### src/rtl/gc_pkg.sv
// Shared definitions for the garbled-circuit control path: sequencer state
// encoding, widths and the captured gate descriptor layout.
package gc_pkg;

  localparam int GC_S    = 14;
  localparam int GC_CC_W = 16;
  localparam int P       = 4;

  typedef enum logic [2:0] {
    ST_IDLE,
    ST_WAIT_RDY,
    ST_FETCH,
    ST_ISSUE,
    ST_CYCLE_END,
    ST_DONE
  } gate_seq_state_t;

  typedef struct packed {
    logic [GC_S-1:0] in0;
    logic [GC_S-1:0] in1;
    logic            in0F;
    logic            in1F;
    logic [P-1:0]    g_logic;
    logic            is_output;
    logic [GC_S-1:0] out_wire;
    logic            last;
  } gate_desc_t;

endpackage

### src/rtl/gate_sequencer_if.sv
// Descriptor handshake between the gate sequencer (master) and the
// garbling core (slave).
interface gate_sequencer_if
  import gc_pkg::*;
#(
    parameter int S    = GC_S,
    parameter int CC_W = GC_CC_W
) ();

    logic            gate_valid;
    logic            gate_ready;
    logic [S-1:0]    g_in0;
    logic [S-1:0]    g_in1;
    logic            g_in0F;
    logic            g_in1F;
    logic [P-1:0]    g_logic;
    logic            g_is_output;
    logic [S-1:0]    g_out_wire;
    logic            g_last;
    logic [CC_W-1:0] cycle_idx;

    modport master (
        output gate_valid, g_in0, g_in1, g_in0F, g_in1F, g_logic,
               g_is_output, g_out_wire, g_last, cycle_idx,
        input  gate_ready
    );

    modport slave (
        input  gate_valid, g_in0, g_in1, g_in0F, g_in1F, g_logic,
               g_is_output, g_out_wire, g_last, cycle_idx,
        output gate_ready
    );

endinterface

### src/rtl/gate_desc_reg.sv
// Holding register for one gate descriptor: loads on capture, stays stable
// while the consumer applies backpressure, drops valid on acceptance.
module gate_desc_reg
  import gc_pkg::*;
(
    input  logic       clk,
    input  logic       rst,
    input  logic       load,
    input  logic       ready,
    input  gate_desc_t d,
    output gate_desc_t q,
    output logic       valid
);

    always_ff @(posedge clk or negedge rst) begin
        if (!rst) begin
            q     <= '0;
            valid <= 1'b0;
        end else if (load) begin
            q     <= d;
            valid <= 1'b1;
        end else if (valid && ready) begin
            valid <= 1'b0;
        end
    end

endmodule

### src/rtl/gate_sequencer.sv
// Walks the netlist store once per circuit cycle, handing each gate
// descriptor to the garbling core and pacing the store's cycle preparation.
module gate_sequencer
  import gc_pkg::*;
#(
    parameter int S    = GC_S,
    parameter int CC_W = GC_CC_W
) (
    input  logic                clk,
    input  logic                rst,
    input  logic                start,
    input  logic [CC_W-1:0]     num_cycles,
    input  logic                nl_ready,
    input  logic signed [S-1:0] gate_size,
    input  logic [S-1:0]        wire_base,
    input  logic [S-1:0]        nl_in0,
    input  logic [S-1:0]        nl_in1,
    input  logic                nl_in0F,
    input  logic                nl_in1F,
    input  logic [P-1:0]        nl_g_logic,
    input  logic                nl_is_output,
    output logic [S-1:0]        rd_addr,
    output logic                prep_next_cycle,
    output logic                busy,
    output logic                done,
    gate_sequencer_if.master    gs
);

    gate_seq_state_t state_q, state_d;

    logic [S-1:0]    gate_idx;
    logic [CC_W-1:0] cycle_idx_q;
    logic [CC_W-1:0] nc_q;
    logic            capture;
    logic            accept;
    logic            cycle_last;
    logic            size_empty;
    logic            desc_valid;
    gate_desc_t      desc_d;
    gate_desc_t      desc_q;

    assign accept     = (state_q == ST_ISSUE) && gs.gate_ready;
    assign cycle_last = (cycle_idx_q == nc_q - 1'b1);
    assign size_empty = gate_size[S-1] || (gate_size == '0);

    always_ff @(posedge clk or negedge rst) begin
        if (!rst) state_q <= ST_IDLE;
        else      state_q <= state_d;
    end

    always_comb begin
        state_d = state_q;
        unique case (state_q)
            ST_IDLE:      if (start) state_d = (num_cycles == '0) ? ST_DONE : ST_WAIT_RDY;
            ST_WAIT_RDY:  if (nl_ready) state_d = size_empty ? ST_CYCLE_END : ST_FETCH;
            ST_FETCH:     state_d = ST_ISSUE;
            ST_ISSUE:     if (accept) state_d = desc_q.last ? ST_CYCLE_END : ST_FETCH;
            ST_CYCLE_END: state_d = cycle_last ? ST_DONE : ST_WAIT_RDY;
            ST_DONE:      state_d = ST_IDLE;
            default:      state_d = ST_IDLE;
        endcase
    end

    always_comb begin
        prep_next_cycle = (state_q == ST_CYCLE_END);
        done            = (state_q == ST_DONE);
        busy            = (state_q != ST_IDLE);
        capture         = (state_q == ST_FETCH);
    end

    // rd_addr is the gate index itself; the store answers within the FETCH cycle.
    always_ff @(posedge clk or negedge rst) begin
        if (!rst) begin
            gate_idx    <= '0;
            cycle_idx_q <= '0;
            nc_q        <= '0;
        end else begin
            unique case (state_q)
                ST_IDLE: if (start) begin
                    nc_q        <= num_cycles;
                    cycle_idx_q <= '0;
                end
                ST_WAIT_RDY:  if (nl_ready) gate_idx <= '0;
                ST_ISSUE:     if (accept && !desc_q.last) gate_idx <= gate_idx + 1'b1;
                ST_CYCLE_END: if (!cycle_last) cycle_idx_q <= cycle_idx_q + 1'b1;
                default: ;
            endcase
        end
    end

    always_comb begin
        desc_d           = '0;
        desc_d.in0       = nl_in0;
        desc_d.in1       = nl_in1;
        desc_d.in0F      = nl_in0F;
        desc_d.in1F      = nl_in1F;
        desc_d.g_logic   = nl_g_logic;
        desc_d.is_output = nl_is_output;
        desc_d.out_wire  = wire_base + gate_idx;
        desc_d.last      = (gate_idx == gate_size - 1'b1);
    end

    gate_desc_reg u_desc (
        .clk   (clk),
        .rst   (rst),
        .load  (capture),
        .ready (gs.gate_ready),
        .d     (desc_d),
        .q     (desc_q),
        .valid (desc_valid)
    );

    assign rd_addr        = gate_idx;
    assign gs.gate_valid  = desc_valid;
    assign gs.g_in0       = desc_q.in0;
    assign gs.g_in1       = desc_q.in1;
    assign gs.g_in0F      = desc_q.in0F;
    assign gs.g_in1F      = desc_q.in1F;
    assign gs.g_logic     = desc_q.g_logic;
    assign gs.g_is_output = desc_q.is_output;
    assign gs.g_out_wire  = desc_q.out_wire;
    assign gs.g_last      = desc_q.last;
    assign gs.cycle_idx   = cycle_idx_q;

endmodule

### src/flat_wrapper.sv
// flat-port wrapper written by rule: the top's interface ports become plain ports
module gate_sequencer_flat import gc_pkg::*;
#(
    parameter int S    = GC_S,
    parameter int CC_W = GC_CC_W
)
  (clk, rst, start, num_cycles, nl_ready, gate_size, wire_base, nl_in0, nl_in1, nl_in0F, nl_in1F, nl_g_logic, nl_is_output, rd_addr, prep_next_cycle, busy, done, gs_gate_valid, gs_g_in0, gs_g_in1, gs_g_in0F, gs_g_in1F, gs_g_logic, gs_g_is_output, gs_g_out_wire, gs_g_last, gs_cycle_idx, gs_gate_ready);
  gate_sequencer_if #(.S(S), .CC_W(CC_W)) gs_i ();
  input  logic clk;
  input  logic rst;
  input  logic start;
  input  logic [CC_W-1:0] num_cycles;
  input  logic nl_ready;
  input  logic signed [S-1:0] gate_size;
  input  logic [S-1:0] wire_base;
  input  logic [S-1:0] nl_in0;
  input  logic [S-1:0] nl_in1;
  input  logic nl_in0F;
  input  logic nl_in1F;
  input  logic [P-1:0] nl_g_logic;
  input  logic nl_is_output;
  output logic [S-1:0] rd_addr;
  output logic prep_next_cycle;
  output logic busy;
  output logic done;
  output wire logic [$bits(gs_i.gate_valid)-1:0] gs_gate_valid;
  output wire logic [$bits(gs_i.g_in0)-1:0] gs_g_in0;
  output wire logic [$bits(gs_i.g_in1)-1:0] gs_g_in1;
  output wire logic [$bits(gs_i.g_in0F)-1:0] gs_g_in0F;
  output wire logic [$bits(gs_i.g_in1F)-1:0] gs_g_in1F;
  output wire logic [$bits(gs_i.g_logic)-1:0] gs_g_logic;
  output wire logic [$bits(gs_i.g_is_output)-1:0] gs_g_is_output;
  output wire logic [$bits(gs_i.g_out_wire)-1:0] gs_g_out_wire;
  output wire logic [$bits(gs_i.g_last)-1:0] gs_g_last;
  output wire logic [$bits(gs_i.cycle_idx)-1:0] gs_cycle_idx;
  input wire logic [$bits(gs_i.gate_ready)-1:0] gs_gate_ready;
  assign gs_gate_valid = gs_i.gate_valid;
  assign gs_g_in0 = gs_i.g_in0;
  assign gs_g_in1 = gs_i.g_in1;
  assign gs_g_in0F = gs_i.g_in0F;
  assign gs_g_in1F = gs_i.g_in1F;
  assign gs_g_logic = gs_i.g_logic;
  assign gs_g_is_output = gs_i.g_is_output;
  assign gs_g_out_wire = gs_i.g_out_wire;
  assign gs_g_last = gs_i.g_last;
  assign gs_cycle_idx = gs_i.cycle_idx;
  assign gs_i.gate_ready = gs_gate_ready;
  gate_sequencer #(.S(S), .CC_W(CC_W)) u_core (.clk(clk), .rst(rst), .start(start), .num_cycles(num_cycles), .nl_ready(nl_ready), .gate_size(gate_size), .wire_base(wire_base), .nl_in0(nl_in0), .nl_in1(nl_in1), .nl_in0F(nl_in0F), .nl_in1F(nl_in1F), .nl_g_logic(nl_g_logic), .nl_is_output(nl_is_output), .rd_addr(rd_addr), .prep_next_cycle(prep_next_cycle), .busy(busy), .done(done), .gs(gs_i));
endmodule
### config.mk
export PLATFORM = sky130hd
export DESIGN_NAME = gate_sequencer_flat
export DESIGN_NICKNAME = d
export VERILOG_FILES = /design/src/rtl/gc_pkg.sv /design/src/rtl/gate_sequencer_if.sv /design/src/rtl/gate_desc_reg.sv /design/src/rtl/gate_sequencer.sv /design/src/flat_wrapper.sv
export SDC_FILE = /design/constraint.sdc
export NUM_CORES = 1
export LEC_CHECK = 0
export BUFFER_PORTS_ARGS = -buffer_cell sky130_fd_sc_hd__buf_4
export CORE_MARGIN = 1.5
export CORE_UTILIZATION = 32
export DETAILED_ROUTE_END_ITERATION = 10
export PLACE_DENSITY = 0.56
export SYNTH_ARGS = -nofsm -noshare
export SYNTH_HDL_FRONTEND = slang
export SYNTH_SLANG_ARGS = --single-unit
### constraint.sdc
create_clock -name clk -period 5.5 [get_ports clk]
set_input_delay 1.375 -clock clk [delete_from_list [all_inputs] [get_ports clk]]
set_output_delay 1.375 -clock clk [all_outputs]
set_load 0.01 [all_outputs]
==> results.md <==
* Largest net degree at the start of global routing at 75
* IO buf count at between 150 and 200
* Gr ovfl total at 0
* CTS tree: yes
* Max Clk Rate at 294.6 MHz
* Critical Path End Type: flop
* Final Skew at 0.01405 ns
* Cells after Synth at approximately 700
* Clock root buffer master: clkbuf_16
* Slew margin rel. at between 20% and 30%
* Post-synth cell types at 61
* Number of remaining DRC errors at 0
* Clock sinks at 100
* Warnings, synthesis at 0
* DR pass1 iterations at 4
* Clock slew at reported path FFs at approximately 0.08 ns
* Initial antenna violation count at 0
* Max Cap Viol at 0
* Chip height at roughly 140 µm
* CP startpoint kind: flop
* Slew Limit Fails at 0
* Async S/R FF share, synth at 100.0%
* Sequential cell area fraction in the yosys report at a little over two fifths
* EDFF count, synth at 0
* DR vias at 5270
* Mapped Avg Cell Area at about 8.5 µm²
* Num CTS Buffers at 9
* Final hold vios at 0
* Mapped Area at between 5000 and 6000 µm²
* Via/cell ratio at 4.916
* Post-synth top flop: dfrtp_1
* H-tree depth at 3
* Maximum VDD drop at roughly 190 µV
* Clock Tree Buf Depth at 2
* Setup Crit Path Kind: flop to flop
* Final setup viols at 0
* Register-to-register setup slack at 2.11 ns
* Worst Path Required at approximately 5.7 ns
* Number of DRC markers after the initial detailed-route iteration at slightly above 300
* Commonest cells in the netlist: 195 x nand2_1, 100 x dfrtp_1, 38 x o21ai_0
* Simple-gate area share of the yosys netlist at a little over a quarter
* Clock period minus worst slack at approximately 3.4 ns
* FF+latch count, synth at 100
* Net count after synthesis at between 700 and 800
* Post CTS Setup Buffer Count at 0
* Crit-path max FO at 25
* XOR/XNOR Fraction of Synth Area at approximately 8.2%
* Die area at ~19000 µm²
* Top cells by area, synth: dfrtp_1 43%, nand2_1 13%, xnor2_1 4.9%
* Number of global-route vias before repair at 5013
* Synth Area in Compound Gates at 13.15%
* # diodes at 0
* CTS resizes at 0
* Largest area contributor in the netlist: dfrtp_1
* Tightest Hold Check Type: flop to flop
* DRT antenna net count at 0
* Worst skew pair latency at roughly 0.36 ns
* Post-Route WL at 16300 µm
* Global-route wire length before repair at about 27000 µm
* Pleak at approximately 3.6 nW
* Post-synth top area share at 42.75%
* Nets at 940
* Final period utilization at 61.71%
* Initial core utilization at about 33%
* Layout cells sized above 1 at 24.67%
* Most frequent cell after synthesis: nand2_1
* Adder-cell share of the synthesized area at ~4%
* Status: completed
* Largest family of logic cells by synthesized area: simple AND/OR/NAND/NOR gates
* Hold buffer count at CTS at 0
* Mux contribution to synthesized area at 1.240%
* Tot GR Track Use at around 17%
* Rows at ~50
* Core footprint at roughly 18000 µm²
* Gp weighted congestion at ~0.83
* DR WL/cell at around 15 µm
* Number of fillers in the final layout at roughly 1900
* RSZ-0062 raised after global routing: no
* Overall power at 3.261 mW
* Area Overhead vs Synth at 29.73%
* Slew @ Worst Pin at 1.096 ns
* Boundary Pins at ~170
* Die extent in x at 138.2 µm
* CP arrival at around 3.6 ns
* Power Dens Cells at around 430 nW/µm²
* Detail Placement HPWL at 12120 µm
* Setup TNS Final at 0 ns
==> sequential cells by signal, indices dropped and copies added, names as in the netlist <==
name,flops
u_core.rd_addr,14
u_core.nc_q,16
u_core.gs.cycle_idx,16
u_core.u_desc.valid,1
u_core.state_q,3
u_core.u_desc.q,50
==> critical path, cell delays in order (launching register included) <==
cell	delay (ns)
dfrtp_1	0.45
or4_4	0.57
or3_1	0.36
or3_1	0.34
xnor2_1	0.14
or4_4	0.43
a2111oi_4	0.29
buf_4	0.33
nand2b_1	0.25
o31ai_1	0.10
==> cell families after synthesis <==
kind of cell	after synthesis
AND/OR/NAND/NOR	337
AO/OA/AOI/OAI	115
flip-flops	100
buffers and inverters	56
XOR/XNOR	55
adder cells (fa/ha/maj)	18
multiplexers	7
==> placed cells by master, fill, tap and decap left out, types with 3 or more instances in the layout <==
master,synthesis,layout
and3_1,6,6
nand4_1,11,11
a211oi_1,3,3
xor2_1,22,22
o31ai_1,10,10
mux2i_1,5,5
a21oi_1,20,20
a31oi_1,3,3
nand3_1,18,17
nor4_1,11,11
inv_1,24,24
a21o_1,3,3
dfrtp_1,100,100
o311ai_0,3,3
nor3_1,16,16
buf_4,0,171
nand3b_1,4,4
o211ai_1,8,8
o21ai_2,5,5
o21ai_0,38,38
or4_1,6,6
or3_1,12,12
ha_1,17,17
inv_6,0,3
clkbuf_16,0,9
nor2_1,30,30
nand2b_1,10,10
nand2_1,195,195
a21oi_2,4,4
xnor2_1,33,33
==> power breakdown <==
group	internal, mW	switching, mW	leakage, nW	total (mW)
clock	0.366	0.321	0.155	0.687
sequential	0.998	0.244	1.28	1.24
combinational	0.604	0.729	2.16	1.33
==> path summary, 6_finish.rpt <==
check                             startpoint                 endpoint  cells after the start
min in group asynchronous                rst        u_core.rd_addr[6]                      1
max                           u_core.nc_q[9]  u_core.gs.cycle_idx[11]                      9
min                        u_core.state_q[2]        u_core.state_q[1]                      1
max reg2reg                   u_core.nc_q[9]  u_core.gs.cycle_idx[11]                      9
min reg2reg                u_core.state_q[2]        u_core.state_q[1]                      1
max in group asynchronous                rst      u_core.u_desc.q[26]                      2
==> layout make-up <==
type | instances | area, µm² | share of cell area, %
Clock inverter | 7 | 87.58 | 1.153
Tap cell | 229 | 286.5 | 3.773
Timing Repair Buffer | 171 | 1284 | 16.91
Sequential cell | 100 | 2502 | 32.95
Clock buffer | 9 | 225.2 | 2.966
Multi-Input combinational cell | 532 | 3118 | 41.06
Inverter | 24 | 90.09 | 1.186
==> through the flow <==
step | setup WS (ns) | cells | utilization [%] | cell area (µm²) | hold WS, ns
final | 2.106 | 1072 | 42.27 | 7594 | 0.4728
after floorplan | 2.179 | 688 | - | 5853 | 0.4351
after global placement | 1.908 | 1056 | 40.53 | 7281 | 0.4600
after detailed placement | 1.860 | 1056 | 40.53 | 7281 | 0.4632
after global routing | 1.918 | 1072 | 42.27 | 7594 | 0.5014
after CTS | 2.093 | 1072 | 42.27 | 7594 | 0.4829
==> layer usage <==
layer	global-route usage (%)	part of all wire [%]
met2	28.25	47
met4	5.263	1.8
met3	3.879	5.4
met5	0	0
met1	22.97	46
(Power assumes the default switching activity.)
